===== config.mk =====
export PLATFORM = sky130hd
export DESIGN_NAME = ram_arbiter
export DESIGN_NICKNAME = d
export VERILOG_FILES = /design/src/rtl/ram_arbiter_pkg.sv /design/src/rtl/ram_arbiter_pick2.sv /design/src/rtl/ram_arbiter.sv
export SDC_FILE = /design/constraint.sdc
export NUM_CORES = 1
export LEC_CHECK = 0
export BUFFER_PORTS_ARGS = -buffer_cell sky130_fd_sc_hd__buf_2
export CAP_MARGIN = 20
export CORE_MARGIN = 8
export CORE_UTILIZATION = 41
export DETAILED_ROUTE_END_ITERATION = 8
export PLACE_DENSITY = 0.86
export SLEW_MARGIN = 20
export SYNTH_ARGS = -nofsm -noshare
export SYNTH_HDL_FRONTEND = slang
export SYNTH_SLANG_ARGS = --single-unit

===== constraint.sdc =====
create_clock -name clk -period 1.9 [get_ports clk]
set_clock_uncertainty 0.2 [all_clocks]
set_input_delay 0.285 -clock clk [delete_from_list [all_inputs] [get_ports clk]]
set_output_delay 0.285 -clock clk [all_outputs]
set_load 0.01 [all_outputs]

===== src/rtl/ram_arbiter_pkg.sv =====
// Shared defaults and encodings for the two-port RAM arbiter.
package ram_arbiter_pkg;
    localparam int unsigned DATA_W_DEF = 16;
    localparam int unsigned ADDR_W_DEF = 6;

    typedef enum logic {IDLE = 1'b0, RD_WAIT = 1'b1} state_t;
    typedef enum logic {OWN_CPU = 1'b0, OWN_LDR = 1'b1} owner_t;
endpackage


===== src/rtl/ram_arbiter_pick2.sv =====
// arb_pick2: combinational 2-way requester pick, fixed-priority (LDR wins) or round-robin.
module arb_pick2
    import ram_arbiter_pkg::*;
#(
    parameter bit RR_EN = 1'b0
) (
    input  logic   cpu_req,
    input  logic   ldr_req,
    input  owner_t last_win,
    output logic   any_req,
    output owner_t pick
);
    always_comb begin
        any_req = cpu_req | ldr_req;
        pick    = OWN_LDR;
        if (cpu_req && !ldr_req) begin
            pick = OWN_CPU;
        end else if (cpu_req && ldr_req && RR_EN && (last_win == OWN_LDR)) begin
            pick = OWN_CPU;
        end
    end
endmodule


===== src/rtl/ram_arbiter.sv =====
// Two-requester (CPU, loader) arbiter in front of a synchronous single-port RAM.
// Define RAM_ARB_RR_EN for round-robin tie-breaking; default is fixed priority (LDR wins).
module ram_arbiter
    import ram_arbiter_pkg::*;
#(
    parameter int unsigned DATA_W = DATA_W_DEF,
    parameter int unsigned ADDR_W = ADDR_W_DEF
) (
    input  logic              clk,
    input  logic              reset,
    input  logic              cpu_req,
    input  logic              cpu_we,
    input  logic [ADDR_W-1:0] cpu_addr,
    input  logic [DATA_W-1:0] cpu_wdata,
    output logic              cpu_gnt,
    output logic              cpu_rvalid,
    output logic [DATA_W-1:0] cpu_rdata,
    output logic              cpu_stall,
    input  logic              ldr_req,
    input  logic              ldr_we,
    input  logic [ADDR_W-1:0] ldr_addr,
    input  logic [DATA_W-1:0] ldr_wdata,
    output logic              ldr_gnt,
    output logic              ldr_rvalid,
    output logic [DATA_W-1:0] ldr_rdata,
    output logic              ram_we,
    output logic [ADDR_W-1:0] ram_addr,
    output logic [DATA_W-1:0] ram_wdata,
    input  logic [DATA_W-1:0] ram_rdata
);
`ifdef RAM_ARB_RR_EN
    localparam bit RR_EN = 1'b1;
`else
    localparam bit RR_EN = 1'b0;
`endif

    state_t            state, state_nxt;
    owner_t            last_win, rd_owner, pick;
    logic              any_req, grant, gnt_we;
    logic [DATA_W-1:0] cpu_hold, ldr_hold;

    arb_pick2 #(.RR_EN(RR_EN)) u_pick (
        .cpu_req  (cpu_req),
        .ldr_req  (ldr_req),
        .last_win (last_win),
        .any_req  (any_req),
        .pick     (pick)
    );

    always_comb begin
        // reset gates the combinational grant so nothing is accepted while reset is held
        grant      = !reset && (state == IDLE) && any_req;
        cpu_gnt    = grant && (pick == OWN_CPU);
        ldr_gnt    = grant && (pick == OWN_LDR);
        gnt_we     = (pick == OWN_LDR) ? ldr_we    : cpu_we;
        ram_addr   = (pick == OWN_LDR) ? ldr_addr  : cpu_addr;
        ram_wdata  = (pick == OWN_LDR) ? ldr_wdata : cpu_wdata;
        ram_we     = grant && gnt_we;
        cpu_stall  = cpu_req && !cpu_gnt;
        cpu_rvalid = (state == RD_WAIT) && (rd_owner == OWN_CPU);
        ldr_rvalid = (state == RD_WAIT) && (rd_owner == OWN_LDR);
        cpu_rdata  = cpu_rvalid ? ram_rdata : cpu_hold;
        ldr_rdata  = ldr_rvalid ? ram_rdata : ldr_hold;
        state_nxt  = IDLE;
        if (grant && !gnt_we) begin
            state_nxt = RD_WAIT;
        end
    end

    always_ff @(posedge clk or posedge reset) begin
        if (reset) begin
            state    <= IDLE;
            last_win <= OWN_LDR;
            rd_owner <= OWN_CPU;
            cpu_hold <= '0;
            ldr_hold <= '0;
        end else begin
            state <= state_nxt;
            if (grant) begin
                last_win <= pick;
                rd_owner <= pick;
            end
            if (cpu_rvalid) begin
                cpu_hold <= ram_rdata;
            end
            if (ldr_rvalid) begin
                ldr_hold <= ram_rdata;
            end
        end
    end
endmodule


==> key figures, run 1 <==
Status
  • Status: complete, but fails checks
  • Violated checks: setup timing

Drt
  • Routed via count: roughly 1400
  • TritonRoute pass-1 iters: 3
  • Drt total wl: ~5200 um
  • DR iter-0 viols: 26
  • DR WL/cell: ~18 um
  • DRC errors left: 0
  • Vias per inst: 4.80
  • Post-DRT Antenna Nets: 0

Clocking
  • CTS tree: built
  • H-tree Lvls: 2
  • Clk sinks: 34
  • Clock root cell: clkbuf_8
  • CTS Buf Count: 5
  • Clock Path Buffers: 2
  • Clk Latency, worst-skew pair: around 0.27 ns
  • CTS clk-pin slew, worst paths: approximately 0.060 ns

GRT
  • Antenna violations before repair: 0
  • Total GRT Usage: between 15 and 20%
  • First-pass GRT wire length: 8000 um
  • Pin count of the biggest net entering global routing: 35
  • GRT overflow: 0
  • Vias in the first global route: approximately 1600

Synthesis
  • Mapped Nets: 178
  • Synth area leader: dfrtp_1
  • Syn Inst Count: between 100 and 150
  • Top cells by count, synth: dfrtp_1 (34), mux2_4 (28), mux2_2 (26)
  • Ys async rst share: between 90% and 100%
  • Yosys cell types: 18
  • Share of Yosys cell area claimed by the top area cell type: 47.5%
  • Top-count cell post-synth: dfrtp_1
  • Main area contributors after synthesis: dfrtp_1 (47%), mux2_4 (23%), mux2_2 (16%)
  • Flops & latches, synth: 34
  • Mapped Area: approximately 1800 um^2
  • Ys Warns: 0
  • Syn avg cell area: approximately 16 um^2
  • Ys flop type: dfrtp_1
  • Post-synth EDFFs: 0
  • Sequential share of the synthesized area: roughly 47%

Timing
  • Final Hold Viols: 0
  • Max Fclk: approximately 0.51 GHz
  • Tightest Pin Transition: 0.421 ns
  • Relative slew slack: a little under three quarters
  • Final min period: roughly 2 ns
  • Fin Hold WS: between 0.07 and 0.08 ns
  • Tcrit/Tclk final: 104%
  • Final worst slack: -0.0700 ns
  • Setup violations, final: 32
  • Unrepaired setup endpoints after global routing: yes
  • Max-slew violation count: 0

Die
  • Core ar.: around 4300 um^2
  • Starting density of the core: between 40% and 50%
  • Die Area: 6750 um^2
  • Row count: 24
  • Top-level I/O count: roughly 130
  • Die height: slightly above 80 um
  • Chip width: about 80 um

Pwr
  • Leak pwr: around 1.5 nW
  • Power density over the cells: approximately 1000 nW/um^2
  • Clk pwr share: around 22%
  • Seq pwr share: roughly 37%
  • Peak supply drop: ~0.7 mV
  • Power, Total: between 2 and 3 mW
  • Comb pwr share: between 40 and 50%
  • Net Switching: roughly 0.77 mW
  • Sw frac: 28.3%
  • Cell Int Power: 1.96 mW

Layout
  • Antenna Cells: 0
  • Share of cells above drive strength 1: between 80% and 90%
  • Layout area overhead: 51.8%
  • Fillers: ~340
  • Reg area: about 850 um^2
  • Multi-input gate area: 857 um^2
  • Layout Nets: 312

Worst hold path
  • Worst hold path type: in -> reg

Job
  • Maxcap violations: 0

Critical path
  • Max FO, Critical Path: 12
  • Crit path launch type: register
  • Crit end category: output port
  • Critical path arrival: between 1 and 1.5 ns
  • WP data required: 1.41 ns
  • CP Class: reg -> out

Placement
  • GPL Wtd Cong: ~0.72
  • PortBufs: 125
  • DP Wirelength: about 4100 um
==> metrics by stage <==
stage / setup WS (ns) / cells / cell area (um^2) / utilization [%] / setup TNS (ns)
2_1_floorplan: 0.295 / 112 / 1790 / - / 0
3_3_place_gp: 0.166 / 285 / 2410 / 56.2 / 0
3_5_place_dp: 0.144 / 285 / 2410 / 56.2 / 0
4_1_cts: -0.0808 / 297 / 2700 / 62.8 / -1.98
5_1_grt: -0.145 / 299 / 2720 / 63.4 / -3.46
6_report: -0.0700 / 299 / 2720 / 63.4 / -1.41
==> cell families (layout without fill, tap and decap cells) <==
| logic type | count (synthesis) | in the layout | share of synthesized area [%] |
|---|---|---|---|
| buffers and inverters | 10 | 145 | 6.49 |
| AND/OR/NAND/NOR | 10 | 10 | 4.47 |
| multiplexers | 54 | 54 | 39.8 |
| flip-flops | 34 | 34 | 47.5 |
| AO/OA/AOI/OAI | 4 | 4 | 1.81 |
==> routing by layer <==
metal	GRT usage (%)	part of all wire, %	vias up
li1	-	-	662
met1	16.5	36	675
met2	26.5	48	96
met5	0	0	-
met4	3.16	0.27	0
met3	6.60	15	2
==> area by class of cell <==
type                    instances  area share [%]
well taps                      52            2.39
multi-input cells              68            31.5
inverters                       3           0.414
repair buffers                134            30.4
clock buffers                   8            4.04
flip-flops and latches         34            31.3
==> worst paths after layout <==
check	to	cells past startpoint	slack (ns)	start
min in group asynchronous	state	4	0.52	reset
max in group asynchronous	state	4	0.67	reset
worst max-delay path	cpu_rdata[6]	4	-0.07	rd_owner
worst min-delay path	cpu_hold[6]	2	0.07	ram_rdata[6]
worst max register to register	cpu_hold[3]	4	0.42	rd_owner
worst min register to register	ldr_hold[10]	1	0.30	ldr_hold[10]
==> critical path: stages, from the launching register on <==
cell,delay [ns]
dfrtp_1,0.42
nand2b_4,0.18
buf_12,0.16
mux2_4,0.30
buf_2,0.15
==> timing repair <==
item / in CTS / in global routing
cloned: 0 / 0
endpoints found under the hold margin: 34 / 0
hold buffers: 1 / 0
gates resized for setup: 22 / 2
endpoints found under the setup margin: 32 / 33
buffers inserted: 3 / 2
==> registers in the layout, summed over array words and instances, names as in the netlist <==
name	count
ldr_hold	16
cpu_hold	16
state	1
rd_owner	1
==> power by group through the flow <==
stage | sequential (mW) | combinational [mW] | clock [mW]
2_1_floorplan | 0.990 | 0.575 | 0
3_3_place_gp | 1.00 | 0.914 | 0
3_5_place_dp | 1.02 | 0.938 | 0
4_1_cts | 1.01 | 1.11 | 0.629
5_1_grt | 1.03 | 1.21 | 0.658
6_report | 1.01 | 1.12 | 0.604
==> placed cells by master, fill, tap and decap left out <==
| cell type | netlist | routed |
|---|---|---|
| mux2_2 | 26 | 19 |
| or3b_1 | 2 | 2 |
| mux2_4 | 28 | 35 |
| nand2b_4 | 1 | 1 |
| buf_2 | 0 | 110 |
| a211oi_1 | 2 | 2 |
| nand2_4 | 1 | 1 |
| buf_12 | 3 | 3 |
| nand3b_1 | 1 | 1 |
| nor3_1 | 1 | 1 |
| dfrtp_2 | 0 | 1 |
| nor3b_2 | 0 | 1 |
| o31a_2 | 1 | 1 |
| a21o_1 | 1 | 1 |
| inv_1 | 3 | 3 |
| nand2_1 | 1 | 1 |
| clkbuf_8 | 0 | 8 |
| dlygate4sd3_1 | 0 | 1 |
| buf_4 | 0 | 5 |
| buf_6 | 4 | 15 |
| or2b_1 | 1 | 1 |
| nand2b_1 | 1 | 1 |
| dfrtp_1 | 34 | 33 |
No activity file was read; power rests on OpenSTA's default activity.
==> run 2: changes to the inputs <==
--- a/config.mk
+++ b/config.mk
@@ -5,7 +5,7 @@
 export SDC_FILE = /design/constraint.sdc
 export NUM_CORES = 1
 export LEC_CHECK = 0
-export BUFFER_PORTS_ARGS = -buffer_cell sky130_fd_sc_hd__buf_2
+export BUFFER_PORTS_ARGS = -buffer_cell sky130_fd_sc_hd__buf_4
 export CAP_MARGIN = 20
 export CORE_MARGIN = 8
 export CORE_UTILIZATION = 41
==> run 2 against run 1 <==
  * The run still ends with setup timing left
  * Clock-buffer cell count shrank 2
  * Die area is the same
  * Utilization grew 13 points
  * Sequential cell count is the same
  * Clock power shrank 15%
  * Register-to-register slack lost 0.22 ns
  * Combinational power grew 36%
  * Hold slack lost 0.012 ns
  * Critical path type unchanged
  * Critical endpoint is now cpu_rdata[4]
==> key figures, run 2 (same netlist as run 1, synthesis figures left out) <==
Critical path
  • Register-to-register setup slack: 0.20 ns (-0.22 ns)
  • Max FO, Critical Path: 5 (-7)
  • Crit path launch type: register
  • Crit end category: output port
  • RR Endpoint: rd_owner
  • Worst reg2reg path depth: 5 (+1)
  • CP Class: reg -> out
  • Reg-to-Reg Start: state
  • Critical path arrival: 1.48 ns (about the same)
  • WP data required: 1.41 ns (about the same)

Clocking
  • CTS clk-pin slew, worst paths: 0.06 ns (about the same)
  • Clk Latency, worst-skew pair: 0.28 ns (about the same)
  • Clock root cell: clkbuf_8
  • H-tree Lvls: 2 (unchanged)
  • Clock Path Buffers: 2 (unchanged)
  • Clk sinks: 34 (unchanged)
  • CTS tree: built
  • CTS Buf Count: 5 (unchanged)

Status
  • Violated checks: setup timing
  • Status: complete, but fails checks

Timing
  • Setup TNS Final: -1.29 ns (+0.122 ns)
  • Setup violations, final: 33 (+3.1%)
  • Final Hold Viols: 0 (unchanged)
  • Max Fclk: 0.508 GHz (about the same)
  • Final min period: 1.97 ns (-0.000497 ns)
  • Relative slew slack: 70.4% (-1.5 points)
  • Tcrit/Tclk final: 104% (about the same)
  • Final worst slack: -0.0695 ns (+0.000497 ns)
  • Max-slew violation count: 0 (unchanged)
  • Tightest Pin Transition: 0.444 ns (+0.0223 ns)
  • Unrepaired setup endpoints after global routing: yes

GRT
  • Antenna violations before repair: 0 (unchanged)
  • Vias in the first global route: 1723 (+6.0%)
  • First-pass GRT wire length: 9310 um (+16%)
  • Pin count of the biggest net entering global routing: 35 (unchanged)
  • Total GRT Usage: 18.2% (+3.2 points)
  • GRT overflow: 0 (unchanged)

Layout
  • Commonest non-fill, non-tap cells in the layout: buf_4 (96), mux2_4 (51), buf_6 (42), dfrtp_1 (32), clkbuf_8 (6)
  • Post-Route Utilization: 76.8% (+13 points)
  • Biggest regs: cpu_hold (16), ldr_hold (16)
  • Layout area overhead: 84.0%
  • Non-Filler Instances: 308 (+3.0%)
  • Antenna Cells: 0 (unchanged)
  • Most common cell after layout, fill and taps aside: buf_4
  • Fillers: 268 (-21%)
  • Share of cells above drive strength 1: 82.8% (+1.8 points)
  • Layout Nets: 323 (+3.5%)

Placement
  • DP Wirelength: 4390 um (+6.7%)
  • Dpl cells: 284 (-0.35%)
  • GPL Wtd Cong: 0.757 (+5.1%)
  • PortBufs: 125 (unchanged)

Pwr
  • Sw frac: 28.4% (+0.096 points)
  • Power, Total: 3.06 mW (+12%)
  • Comb pwr share: 49.8% (+8.7 points)
  • Leak pwr: 1.77 nW (+17%)
  • Clk pwr share: 16.8% (-5.3 points)
  • Cell Int Power: 2.19 mW (+12%)
  • Peak supply drop: 0.839 mV (+18%)
  • Power density over the cells: 927 nW/um^2 (-7.6%)
  • Seq pwr share: 33.4% (-3.4 points)
  • Net Switching: 0.869 mW (+12%)

Worst hold path
  • Hold path start: reset
  • Worst hold path type: in -> reg
  • Worst Hold End: state
  • Hold Crit Depth: 2 (unchanged)

Drt
  • Vias per inst: 4.94 (+3.0%)
  • TritonRoute pass-1 iters: 3 (unchanged)
  • DRC errors left: 0 (unchanged)
  • Routed via count: 1523 (+6.1%)
  • DR iter-0 viols: 36 (+38%)
  • Drt total wl: 6290 um (+20%)
  • Post-DRT Antenna Nets: 0 (unchanged)
  • DR WL/cell: 20.4 um (+16%)

Die
  • Row count: 24 (unchanged)
  • Top-level I/O count: 126 (unchanged)
  • Chip width: 82.1 um (unchanged)
  • Starting density of the core: 41.8% (unchanged)
  • Core ar.: 4290 um^2 (unchanged)
  • Die Area: 6750 um^2 (unchanged)
  • Die height: 82.1 um (unchanged)

Job
  • Maxcap violations: 0 (unchanged)
## run 2: cell count changes in the layout (fill, tap and decap cells not counted), moves of 2 or more
cell and delta:
buf_6 +27, buf_4 +91, buf_2 -110, nand2_8 +3
mux2_2 -16, mux2_4 +16, clkbuf_8 -2
## run 2: worst max-delay path by stage
stage | start | to
floorplan | rd_owner | cpu_rdata[10]
CTS | state | cpu_rdata[4]
global route | state | cpu_rdata[0]
detailed placement | state | cpu_rdata[4]
finish | state | cpu_rdata[4]
global placement | state | cpu_rdata[5]
## run 2: worst max-delay path: stages (launching register included)
cell and delay (ns):
dfrtp_2 0.47, nand2b_4 0.15, buf_6 0.15, mux2_4 0.31, buf_6 0.12
## run 2: area by class of cell
class                           instances  area, um^2  area share [%]
Clock buffer                            6        82.6            2.50
Inverter                                3        11.3           0.341
Multi-Input combinational cell         70         996            30.2
Sequential cell                        34         853            25.9
Tap cell                               52        65.1            1.97
Timing Repair Buffer                  143        1290            39.1
## run 2: timing repair
item	in CTS	in global routing
cloned	2	1
endpoints found under the hold margin	34	0
hold buffers	1	0
pin swaps	5	2
buffers inserted	10	4
setup endpoints to repair	32	36
gates resized for setup	74	4
## run 2: power groups by stage
stage          combinational [mW]  clock, mW  sequential, mW
3_3_place_gp                 1.11          0            1.01
6_report                     1.52      0.513            1.02
4_1_cts                      1.48      0.535            1.02
2_1_floorplan               0.575          0           0.990
5_1_grt                      1.62      0.558            1.04
3_5_place_dp                 1.13          0            1.02
## run 2: routing by layer
metal / up-vias / track usage, % / wire (um)
li1: 688 / - / -
met5: - / 0 / 0
met2: 95 / 32.9 / 3140
met3: 2 / 8.44 / 886
met1: 738 / 18.8 / 2240
met4: 0 / 4.21 / 22
## run 2: stage by stage
stage	instance area [um^2]	hold WS [ns]	setup WS, ns
floorplan	1790	0.152	0.295
global placement	2720	0.250	0.107
detailed placement	2720	0.255	0.0692
CTS	3220	0.0156	-0.102
global route	3300	0.0503	-0.125
finish	3300	0.0580	-0.0695
==> run 3: changes to the inputs <==
--- a/config.mk
+++ b/config.mk
@@ -11,6 +11,7 @@
 export CORE_UTILIZATION = 41
 export DETAILED_ROUTE_END_ITERATION = 8
 export PLACE_DENSITY = 0.86
+export SETUP_SLACK_MARGIN = 0.3
 export SLEW_MARGIN = 20
 export SYNTH_ARGS = -nofsm -noshare
 export SYNTH_HDL_FRONTEND = slang
==> run 3 against run 2 <==
  * The flow still finishes with violations (setup timing)
  * Wire length up 11%
  * Sequential power hardly changed
  * Via count rose by 4.7%
  * Cell count increased by 3.2%
  * Maximum frequency down 0.32%
  * Critical path type unchanged
  * Largest cell class unchanged
  * Highest routed layer unchanged
==> key figures, run 3 (same netlist as run 1, synthesis figures left out) <==
Status
  • Status: complete, but fails checks
  • Violated checks: setup timing

Worst hold path
  • Worst hold path type: in -> reg
  • Worst Hold End: state
  • Hold path start: reset
  • Hold Crit Depth: 2 (unchanged)

Critical path
  • Worst reg2reg path depth: 5 (unchanged)
  • Register-to-register setup slack: 0.25 ns (+0.05 ns)
  • RR Endpoint: rd_owner
  • CP max-delay cell: dfrtp_2
  • Crit path cell chain: nand2b_4 -> buf_6 -> mux2_4 -> buf_6
  • Crit-path most repeated cell: buf_6
  • Max FO, Critical Path: 5 (unchanged)
  • Crit end category: output port
  • Critical path arrival: 1.49 ns (about the same)
  • Crit path launch type: register
  • CP peak stage delay: 0.47 ns (about the same)
  • CP Class: reg -> out
  • Reg-to-Reg Start: state
  • WP data required: 1.41 ns (about the same)
  • CP Buf/Inv Count: 2 (unchanged)
  • Top delay family on crit path: flip-flops

Clocking
  • Clk sinks: 34 (unchanged)
  • Clock root cell: clkbuf_8
  • CTS tree: built
  • CTS Buf Count: 5 (unchanged)
  • Clock Path Buffers: 2 (unchanged)
  • H-tree Lvls: 2 (unchanged)
  • CTS clk-pin slew, worst paths: 0.06 ns (about the same)
  • Clk Latency, worst-skew pair: 0.28 ns (about the same)

Timing
  • Final min period: 1.98 ns (+0.00627 ns)
  • Max-slew violation count: 0 (unchanged)
  • Tightest Pin Transition: 0.435 ns (-0.00911 ns)
  • Unrepaired setup endpoints after global routing: yes
  • Final worst slack: -0.0758 ns (-0.00627 ns)
  • Tcrit/Tclk final: 104% (+0.33 points)
  • Setup violations, final: 32 (-3.0%)
  • Max Fclk: 0.506 GHz (-0.32%)
  • Setup TNS Final: -1.51 ns (-0.221 ns)
  • Final Hold Viols: 0 (unchanged)
  • Relative slew slack: 71.0% (+0.61 points)

GRT
  • Vias in the first global route: 1855 (+7.7%)
  • Total GRT Usage: 20.4% (+2.2 points)
  • Pin count of the biggest net entering global routing: 35 (unchanged)
  • First-pass GRT wire length: 10300 um (+11%)
  • GRT overflow: 0 (unchanged)
  • Antenna violations before repair: 0 (unchanged)

Layout
  • Commonest non-fill, non-tap cells in the layout: buf_4 (74), buf_6 (69), mux2_4 (54), dfrtp_1 (32), clkbuf_8 (6)
  • Share of cells above drive strength 1: 84.6% (+1.8 points)
  • Layout area overhead: 99.2%
  • Biggest regs: cpu_hold (16), ldr_hold (16)
  • Most common cell after layout, fill and taps aside: buf_4
  • Finished Cell Area: 3570 um^2 (+8.2%)
  • Layout Nets: 333 (+3.1%)
  • Fillers: 213 (-21%)
  • Antenna Cells: 0 (unchanged)

Die
  • Starting density of the core: 41.8% (unchanged)
  • Row count: 24 (unchanged)
  • Core ar.: 4290 um^2 (unchanged)
  • Die height: 82.1 um (unchanged)
  • Chip width: 82.1 um (unchanged)
  • Die Area: 6750 um^2 (unchanged)
  • Top-level I/O count: 126 (unchanged)

Pwr
  • Power density over the cells: 881 nW/um^2 (-4.9%)
  • Sw frac: 28.5% (+0.065 points)
  • Leak pwr: 1.90 nW (+7.2%)
  • Peak supply drop: 0.845 mV (+0.60%)
  • Comb pwr share: 51.2% (+1.4 points)
  • Seq pwr share: 32.5% (-0.9 points)
  • Net Switching: 0.896 mW (+3.1%)
  • Cell Int Power: 2.25 mW (+2.8%)
  • Clk pwr share: 16.3% (-0.5 points)

Placement
  • GPL Wtd Cong: 0.757 (unchanged)
  • PortBufs: 125 (unchanged)
  • Placed cell area: 2720 um^2 (unchanged)
  • DP Wirelength: 4390 um (unchanged)

Drt
  • DRC errors left: 0 (unchanged)
  • Routed via count: 1594 (+4.7%)
  • DR iter-0 viols: 55 (+53%)
  • Post-DRT Antenna Nets: 0 (unchanged)
  • DR WL/cell: 22.0 um (+7.8%)
  • TritonRoute pass-1 iters: 4 (+1)
  • Drt total wl: 7000 um (+11%)
  • Vias per inst: 5.01 (+1.4%)

Job
  • Maxcap violations: 0 (unchanged)
run 3: per-layer routing:
layer	vias to the layer above	GRT usage [%]	share of wire [%]
met5	-	0	0
met4	0	4.91	0.63
met3	4	9.96	14
met2	100	37.5	51
met1	783	20.0	34
li1	707	-	-
run 3: worst max path at each step:
stage               endpoint      from  cells after the start  slack [ns]
2_1_floorplan  cpu_rdata[10]  rd_owner                      4        0.29
3_3_place_gp    cpu_rdata[5]     state                      3        0.11
3_5_place_dp    cpu_rdata[4]     state                      3        0.07
4_1_cts         cpu_rdata[4]     state                      4       -0.10
5_1_grt         cpu_rdata[0]     state                      4       -0.13
6_report        cpu_rdata[4]     state                      4       -0.08
run 3: timing repair:
action / CTS / global route
hold buffers: 1 / 0
gates resized for setup: 112 / 4
endpoints found under the setup margin: 60 / 61
cloned: 5 / 1
buffers inserted: 14 / 7
endpoints found under the hold margin: 34 / 0
pin swaps: 8 / 1
run 3: area by class of cell:
| cell class | instances | area (um^2) | area share (%) |
|---|---|---|---|
| well taps | 52 | 65.1 | 1.82 |
| inverters | 3 | 13.8 | 0.385 |
| flip-flops and latches | 34 | 853 | 23.9 |
| repair buffers | 153 | 1550 | 43.3 |
| clock buffers | 6 | 82.6 | 2.31 |
| multi-input cells | 70 | 1010 | 28.2 |
run 3: power by group through the flow:
| stage | logic (mW) | registers, mW | clock network (mW) |
|---|---|---|---|
| after floorplan | 0.575 | 0.990 | 0 |
| after global placement | 1.11 | 1.01 | 0 |
| after detailed placement | 1.13 | 1.02 | 0 |
| after CTS | 1.56 | 1.02 | 0.535 |
| after global routing | 1.71 | 1.04 | 0.558 |
| final | 1.61 | 1.02 | 0.512 |
run 3: metrics by stage:
step | std cells | worst slack [ns] | util, % | total power [mW] | hold slack [ns]
global placement | 284 | 0.107 | 63.3 | 2.11 | 0.250
CTS | 310 | -0.102 | 80.9 | 3.11 | 0.0275
global route | 318 | -0.134 | 83.2 | 3.31 | 0.0439
finish | 318 | -0.0758 | 83.2 | 3.15 | 0.0440
detailed placement | 284 | 0.0692 | 63.3 | 2.15 | 0.255
floorplan | 112 | 0.295 | - | 1.56 | 0.152
run 3: worst reg2reg max path: stages (launching register included):
cell	delay, ns
dfrtp_2	0.47
buf_6	0.15
buf_6	0.11
buf_6	0.11
or3b_1	0.35
a21o_1	0.16
